$ cat config.mk
export PLATFORM = sky130hd
export DESIGN_NAME = keccak_absorb_pad
export DESIGN_NICKNAME = d
export VERILOG_FILES = /design/src/rtl/keccak_defs.sv /design/src/rtl/keccak_pad_mask.sv /design/src/rtl/keccak_absorb_pad.sv
export SDC_FILE = /design/constraint.sdc
export NUM_CORES = 2
export LEC_CHECK = 0
export CAP_MARGIN = 0
export CORE_AREA = 5 5 562 564
export DETAILED_ROUTE_END_ITERATION = 8
export DIE_AREA = 0 0 567 569
export HOLD_SLACK_MARGIN = 0.12
export PLACE_DENSITY_LB_ADDON = 0.15
export SLEW_MARGIN = 20
export SYNTH_ARGS = -nofsm -noshare
export SYNTH_HDL_FRONTEND = slang
export SYNTH_SLANG_ARGS = --single-unit
export TNS_END_PERCENT = 30
$ cat constraint.sdc
create_clock -name i_clk -period 8.2 [get_ports i_clk]
set_clock_uncertainty 0.15 [all_clocks]
set_input_delay 0.82 -clock i_clk [delete_from_list [all_inputs] [get_ports i_clk]]
set_output_delay 0.82 -clock i_clk [all_outputs]
set_load 0.03 [all_outputs]
$ cat src/rtl/keccak_defs.sv
// Keccak absorb definitions: mode encodings, FSM states, rate table and padding suffixes.
package keccak_defs;

  localparam int unsigned MAX_RATE = 168;
  localparam int unsigned BW_IBLEN = 11;
  localparam int unsigned RATE_W   = $clog2(MAX_RATE + 1);

  typedef enum logic [1:0] {
    MODE_SHA3_256 = 2'd0,
    MODE_SHA3_512 = 2'd1,
    MODE_SHAKE128 = 2'd2,
    MODE_SHAKE256 = 2'd3
  } mode_e;

  typedef enum logic [1:0] {
    ST_IDLE = 2'd0,
    ST_FILL = 2'd1,
    ST_EMIT = 2'd2
  } absorb_state_e;

  localparam logic [7:0] SFX_SHA3  = 8'h06;
  localparam logic [7:0] SFX_SHAKE = 8'h1F;
  localparam logic [7:0] SFX_LAST  = 8'h80;

  function automatic logic [RATE_W-1:0] rate_of(input mode_e mode);
    case (mode)
      MODE_SHA3_512: return RATE_W'(72);
      MODE_SHAKE128: return RATE_W'(168);
      default:       return RATE_W'(136);
    endcase
  endfunction

  function automatic logic [7:0] suffix_of(input mode_e mode);
    return (mode == MODE_SHAKE128 || mode == MODE_SHAKE256) ? SFX_SHAKE : SFX_SHA3;
  endfunction

endpackage

$ cat src/rtl/keccak_pad_mask.sv
// Domain-separation + pad10*1 OR-mask for one rate-sized block.
module keccak_pad_mask #(
  parameter  int unsigned MAX_RATE = keccak_defs::MAX_RATE,
  localparam int unsigned RW       = $clog2(MAX_RATE + 1)
) (
  input  logic [RW-1:0]         pos_i,
  input  logic [RW-1:0]         rate_i,
  input  logic [1:0]            mode_i,
  output logic [MAX_RATE*8-1:0] mask_c
);
  import keccak_defs::*;

  logic [7:0]    sfx;
  logic [RW-1:0] last_idx;

  // Suffix and final 0x80 share a byte when pos = rate-1.
  always_comb begin
    sfx      = suffix_of(mode_e'(mode_i));
    last_idx = rate_i - RW'(1);
    mask_c   = '0;
    for (int unsigned k = 0; k < MAX_RATE; k++) begin
      if (RW'(k) == pos_i)    mask_c[8*k +: 8] = sfx;
      if (RW'(k) == last_idx) mask_c[8*k +: 8] = mask_c[8*k +: 8] | SFX_LAST;
    end
  end

endmodule

$ cat src/rtl/keccak_absorb_pad.sv
// Keccak absorb front end: packs message words into rate blocks, pads the tail and
// hands blocks to the permutation core over valid/ready.
module keccak_absorb_pad #(
  parameter int unsigned BW_DATA  = 64,
  parameter int unsigned BW_IBLEN = keccak_defs::BW_IBLEN,
  parameter int unsigned MAX_RATE = keccak_defs::MAX_RATE
) (
  input  logic                  i_clk,
  input  logic                  i_rstn,
  input  logic                  i_start,
  input  logic [1:0]            i_mode,
  input  logic [BW_IBLEN-1:0]   i_ibytes_len,
  input  logic [BW_DATA-1:0]    i_ibytes,
  input  logic                  i_ibytes_valid,
  output logic                  o_ibytes_ready,
  output logic [MAX_RATE*8-1:0] o_blk,
  output logic                  o_blk_valid,
  output logic                  o_blk_last,
  input  logic                  i_blk_ready,
  output logic                  o_busy
);
  import keccak_defs::*;

  localparam int unsigned WB     = BW_DATA / 8;
  localparam int unsigned BLK_W  = MAX_RATE * 8;
  localparam int unsigned RW     = $clog2(MAX_RATE + 1);
  localparam int unsigned WCNT_W = $clog2(MAX_RATE / WB + 1);
  localparam int unsigned BIT_W  = $clog2(BLK_W);
  localparam int unsigned TAKE_W = $clog2(WB + 1);

  absorb_state_e       state_q, state_d;
  mode_e               mode_q, mode_d;
  logic [RW-1:0]       rate_q, rate_d;
  logic [BW_IBLEN-1:0] rem_q, rem_d;
  logic [WCNT_W-1:0]   wcnt_q, wcnt_d;
  logic [BLK_W-1:0]    buf_q, buf_d;
  logic                last_q, last_d;
  logic                valid_q, ready_q, busy_q;

  logic [TAKE_W-1:0]   take;
  logic [BW_IBLEN-1:0] rem_left;
  logic [RW-1:0]       fill_pos;
  logic [BIT_W-1:0]    bit_base;
  logic [BW_DATA-1:0]  word_m;
  logic [RW-1:0]       pad_pos, pad_rate;
  logic [1:0]          pad_mode;
  logic [BLK_W-1:0]    pad_mask;

  // Word placement: valid byte count of this word and its tail bytes zeroed.
  always_comb begin
    take     = (rem_q < BW_IBLEN'(WB)) ? TAKE_W'(rem_q) : TAKE_W'(WB);
    rem_left = rem_q - BW_IBLEN'(take);
    fill_pos = RW'(wcnt_q) * RW'(WB) + RW'(take);
    bit_base = BIT_W'(wcnt_q) * BIT_W'(BW_DATA);
    word_m   = i_ibytes;
    for (int unsigned b = 0; b < WB; b++) begin
      if (TAKE_W'(b) >= take) word_m[8*b +: 8] = '0;
    end
  end

  // In IDLE the mask must see the incoming mode; in EMIT a padding-only block starts at 0.
  always_comb begin
    pad_rate = (state_q == ST_IDLE) ? RW'(rate_of(mode_e'(i_mode))) : rate_q;
    pad_mode = (state_q == ST_IDLE) ? i_mode : 2'(mode_q);
    pad_pos  = (state_q == ST_FILL) ? fill_pos : '0;
  end

  keccak_pad_mask #(.MAX_RATE(MAX_RATE)) u_pad_mask (
    .pos_i  (pad_pos),
    .rate_i (pad_rate),
    .mode_i (pad_mode),
    .mask_c (pad_mask)
  );

  always_comb begin
    state_d = state_q;
    mode_d  = mode_q;
    rate_d  = rate_q;
    rem_d   = rem_q;
    wcnt_d  = wcnt_q;
    buf_d   = buf_q;
    last_d  = last_q;
    case (state_q)
      ST_IDLE: begin
        if (i_start) begin
          mode_d = mode_e'(i_mode);
          rate_d = pad_rate;
          rem_d  = i_ibytes_len;
          wcnt_d = '0;
          buf_d  = '0;
          if (i_ibytes_len == '0) begin
            buf_d   = pad_mask;
            last_d  = 1'b1;
            state_d = ST_EMIT;
          end else begin
            state_d = ST_FILL;
          end
        end
      end
      ST_FILL: begin
        if (ready_q && i_ibytes_valid) begin
          buf_d[bit_base +: BW_DATA] = word_m;
          wcnt_d = wcnt_q + WCNT_W'(1);
          rem_d  = rem_left;
          // A byte-full block is never padded here; the tail pad goes in its own block.
          if (fill_pos == rate_q) begin
            state_d = ST_EMIT;
          end else if (rem_left == '0) begin
            buf_d   = buf_d | pad_mask;
            last_d  = 1'b1;
            state_d = ST_EMIT;
          end
        end
      end
      ST_EMIT: begin
        if (i_blk_ready) begin
          buf_d  = '0;
          wcnt_d = '0;
          if (last_q) begin
            last_d  = 1'b0;
            state_d = ST_IDLE;
          end else if (rem_q != '0) begin
            state_d = ST_FILL;
          end else begin
            buf_d  = pad_mask;
            last_d = 1'b1;
          end
        end
      end
      default: state_d = ST_IDLE;
    endcase
  end

  always_ff @(posedge i_clk or negedge i_rstn) begin
    if (!i_rstn) begin
      state_q <= ST_IDLE;
      mode_q  <= MODE_SHA3_256;
      rate_q  <= '0;
      rem_q   <= '0;
      wcnt_q  <= '0;
      buf_q   <= '0;
      last_q  <= 1'b0;
      valid_q <= 1'b0;
      ready_q <= 1'b0;
      busy_q  <= 1'b0;
    end else begin
      state_q <= state_d;
      mode_q  <= mode_d;
      rate_q  <= rate_d;
      rem_q   <= rem_d;
      wcnt_q  <= wcnt_d;
      buf_q   <= buf_d;
      last_q  <= last_d;
      valid_q <= (state_d == ST_EMIT);
      ready_q <= (state_d == ST_FILL);
      busy_q  <= (state_d != ST_IDLE);
    end
  end

  assign o_blk          = buf_q;
  assign o_blk_valid    = valid_q;
  assign o_blk_last     = last_q;
  assign o_ibytes_ready = ready_q;
  assign o_busy         = busy_q;

endmodule

==> tab_implementation.tex <==
\begin{tabular}{lr}
\hline
Metric & Value \\
\hline
\multicolumn{2}{l}{\textbf{Clock tree}} \\
Root buf cell & clkbuf\_16 \\
Max clock buf depth & 4 \\
Clk\_lat worst skew & 870 ps \\
Clock-pin transition on the worst setup and hold timing paths & 60 ps \\
CTS sink cnt & 1375 \\
TritonCTS clock tree & done \\
Inserted Clock Buffers & 179 \\
Number of cells upsized or downsized after cts & 0 \\
H-tree depth & 4 \\
\multicolumn{2}{l}{\textbf{Critical path}} \\
Type of element launching the critical path & flip-flop \\
Endpoint kind of the worst setup timing path & flip-flop \\
Critical path type & flip-flop to flip-flop \\
Crit path DAT & 6860 ps \\
Crit path required time & 8720 ps \\
Reg-to-Reg Start & rem\_q[6] \\
Critical path launch point & rem\_q[6] \\
Crit Path Max Fanout & 39 \\
R2R depth & 13 \\
\multicolumn{2}{l}{\textbf{Power and ir drop}} \\
Leakage component of the power & 0.03377 uW \\
Fraction of power consumed by combinational cells & 31.1\% \\
Internal portion of total power & 12900 uW \\
Switching Power & 9517 uW \\
Sw Share & 42.45\% \\
Clk network pwr share & 36.9\% \\
Sequential group share of total power & 32.0\% \\
Highest ir drop seen on vdd & 0.0003778 V \\
Power density over the cells & 270.2 nW/um\^{}2 \\
\multicolumn{2}{l}{\textbf{Timing}} \\
Setup violators final & 0 \\
Tightest slew margin relative to the limit & 15.80\% \\
Max frequency & 157.7 MHz \\
Final setup margin & 1857 ps \\
Final Slew Violations & 0 \\
RSZ-0062 raised after global routing & false \\
Final-layout setup total negative slack & 0 ps \\
Final critical-path share of the clock period & 77.36\% \\
Shortest period the worst path allows & 6343 ps \\
Final number of hold-violating endpoints & 0 \\
Tightest Pin Transition & 1263 ps \\
\multicolumn{2}{l}{\textbf{Synthesis}} \\
Synth async-reset ratio & 100.0\% \\
Synthesis warning total & 0 \\
Count leader, synth & dfrtp\_1 \\
Ys flop type & dfrtp\_1 \\
Average instance area after synthesis & 10.59 sq um \\
Netlist area before placement & 57310 sq um \\
Flop and latch count out of synthesis & 1375 \\
Post-synth net total & 5506 \\
Most common library cells after synthesis & 1375 x dfrtp\_1, 899 x o21ai\_0, 898 x a22oi\_1 \\
Area share of the largest cell type after synthesis & 60.03\% \\
Largest area contributor in the netlist & dfrtp\_1 \\
Part of the Yosys area used for sequential elements & 60.03\% \\
Number of standard cells after synthesis & 5412 \\
EDFF count, synth & 0 \\
Synth cell types & 88 \\
Largest cells by area after synthesis & dfrtp\_1 60\%, a22oi\_1 12\%, o21ai\_0 7.9\%, nand2\_1 3.9\%, clkbuf\_1 2.6\% \\
\multicolumn{2}{l}{\textbf{Layout}} \\
Number of nets in the layout & 6779 \\
Share of post-route cells with drive strength above 1 & 9.071\% \\
Area Growth Syn to Fin & 44.77\% \\
Final core utilization & 26.73\% \\
\multicolumn{2}{l}{\textbf{Global route}} \\
Number of antenna violations at the first check in global routing & 85 \\
Number of global-route vias before repair & 54872 \\
Global routing usage summed across all routing layers & 27.03\% \\
Pin count of the biggest net entering global routing & 139 \\
Wire length of the first global-routing pass & 586600 microns \\
Remaining global-route overflow & 0 \\
\multicolumn{2}{l}{\textbf{Routing}} \\
Total Routed Length & 454600 microns \\
DRC violation count after routing & 0 \\
Drt first-iter violations & 5479 \\
Antenna Violating Nets Remaining & 0 \\
Vias per cell & 5.052 \\
Wirelength per Cell & 41.24 microns \\
Initial DRT Pass Iterations & 8 \\
Total vias in the final route & 55679 \\
\multicolumn{2}{l}{\textbf{Placed design}} \\
Post-Place Worst Slack & 1955 ps \\
Number of input and output port buffers inserted & 1429 \\
HPWL Detailed & 333500 microns \\
Last weighted congestion value of the routability-driven placer & 0.8406 \\
\multicolumn{2}{l}{\textbf{Floorplan}} \\
Total Die Area & 322600 sq um \\
Horizontal die dimension & 567 microns \\
Core ar. & 310400 sq um \\
Number of top-level pins & 1430 \\
Die height & 569 microns \\
Placement Rows & 205 \\
Initial cell density of the core & 18.47\% \\
\multicolumn{2}{l}{\textbf{Flow run}} \\
Max\_cap viols & 0 \\
\multicolumn{2}{l}{\textbf{Outcome}} \\
Status & finished clean \\
\multicolumn{2}{l}{\textbf{Worst hold path}} \\
Tightest Hold Check Type & flip-flop to flip-flop \\
Number of cells on the worst hold path & 2 \\
Hold path start & o\_blk[1278] \\
\hline
\end{tabular}
==> final timing paths <==
path                               end  slack (ps)
max                         o_blk[897]        1860
min                        o_blk[1278]         320
max reg2reg                 o_blk[897]        1860
min reg2reg                o_blk[1278]         320
max in group asynchronous   o_blk[631]        5420
min in group asynchronous   o_blk[396]         430
==> cells by family (layout without fill, tap and decap cells) <==
logic type,Yosys count,in the layout,synth area share (%)
other,1,59,0.006543
AO/OA/AOI/OAI,2323,2323,26.46
AND/OR/NAND/NOR,1147,1147,9.044
XOR/XNOR,16,16,0.2445
multiplexers,7,7,0.1310
flip-flops,1375,1375,60.03
buffers and inverters,531,1943,3.820
adder cells (fa/ha/maj),12,12,0.2620
==> sequential cells by signal (all words and copies together), names as in the netlist <==
| register | cells |
|---|---|
| o_blk_valid | 1 |
| o_blk_last | 1 |
| rate_q | 8 |
| o_ibytes_ready | 1 |
| o_blk | 1344 |
| mode_q | 1 |
| state_q | 2 |
| o_busy | 1 |
| wcnt_q | 5 |
| rem_q | 11 |
==> power by group through the flow <==
stage / clock network [uW] / registers [uW] / logic (uW)
finish: 8270 / 7170 / 6970
global route: 8700 / 7190 / 7210
CTS: 8480 / 7170 / 7060
detailed placement: 0 / 7290 / 7050
global placement: 0 / 7280 / 6970
floorplan: 0 / 7440 / 2840
==> final cells by class <==
cell class | count | area [sq um]
Sequential cell | 1375 | 34410
Fill cell | 32812 | 227400
Clock inverter | 57 | 797.0
Timing Repair Buffer | 1608 | 15810
Antenna cell | 58 | 145.1
Clock buffer | 263 | 5205
Inverter | 15 | 58.81
Tap cell | 4140 | 5180
Multi-Input combinational cell | 3506 | 21370
==> per-layer routing <==
| metal | up-vias | track usage [%] | part of all wire (%) |
|---|---|---|---|
| li1 | 22725 | - | - |
| met1 | 29476 | 34.00 | 41 |
| met2 | 2883 | 41.50 | 44 |
| met3 | 589 | 9.321 | 9.4 |
| met4 | 6 | 12.88 | 5.8 |
| met5 | - | 0 | 0.0075 |
==> what timing repair did <==
item / CTS / global route
buffers inserted: 0 / 0
hold endpoints to repair: 70 / 0
hold buffers: 1 / 0
==> critical path: stages (launching register included) <==
cell     delay, ps
dfrtp_1        460
or4_1          690
nor3_4         490
inv_4          280
ha_1           320
ha_1           260
xor2_1         370
xor2_1         140
nor4_1         740
nand3_2        520
a31o_4         410
nand3_4        470
buf_4          600
o21ai_0        190
==> stage by stage <==
stage                     power, uW  instance area, sq um  instances  hold WS, ps
final                         22420                 82970      11022        322.3
after global routing          23100                 82870      10980        350.1
after CTS                     22710                 82820      10964        332.5
after detailed placement      14340                 76810      10643        318.6
after global placement        14250                 76670      10639        311.1
after floorplan               10280                 57320       5412        313.1
==> cells in the final DEF, fill, tap and decap left out, types with 12 or more instances in the layout <==
cell and n:
nor2_1 204, a21oi_1 16, nand4_1 12, inv_1 13, and3_1 64, clkbuf_8 41
clkbuf_1 43, a22oi_1 898, clkbuf_16 179, o21ai_0 891, bufinv_16 14, nand3_1 59
buf_2 14, or3_1 13, dfrtp_1 1375, and2_1 26, a32oi_1 113, clkdlybuf4s50_1 1414
a21o_1 12, nand2b_1 23, o21ai_1 175, nand2_1 585, clkinv_2 22, o21ai_4 17
nor3_2 13, diode_2 58, a22o_1 141, ha_1 12, buf_4 162
No activity file was read; power rests on OpenSTA's default activity.
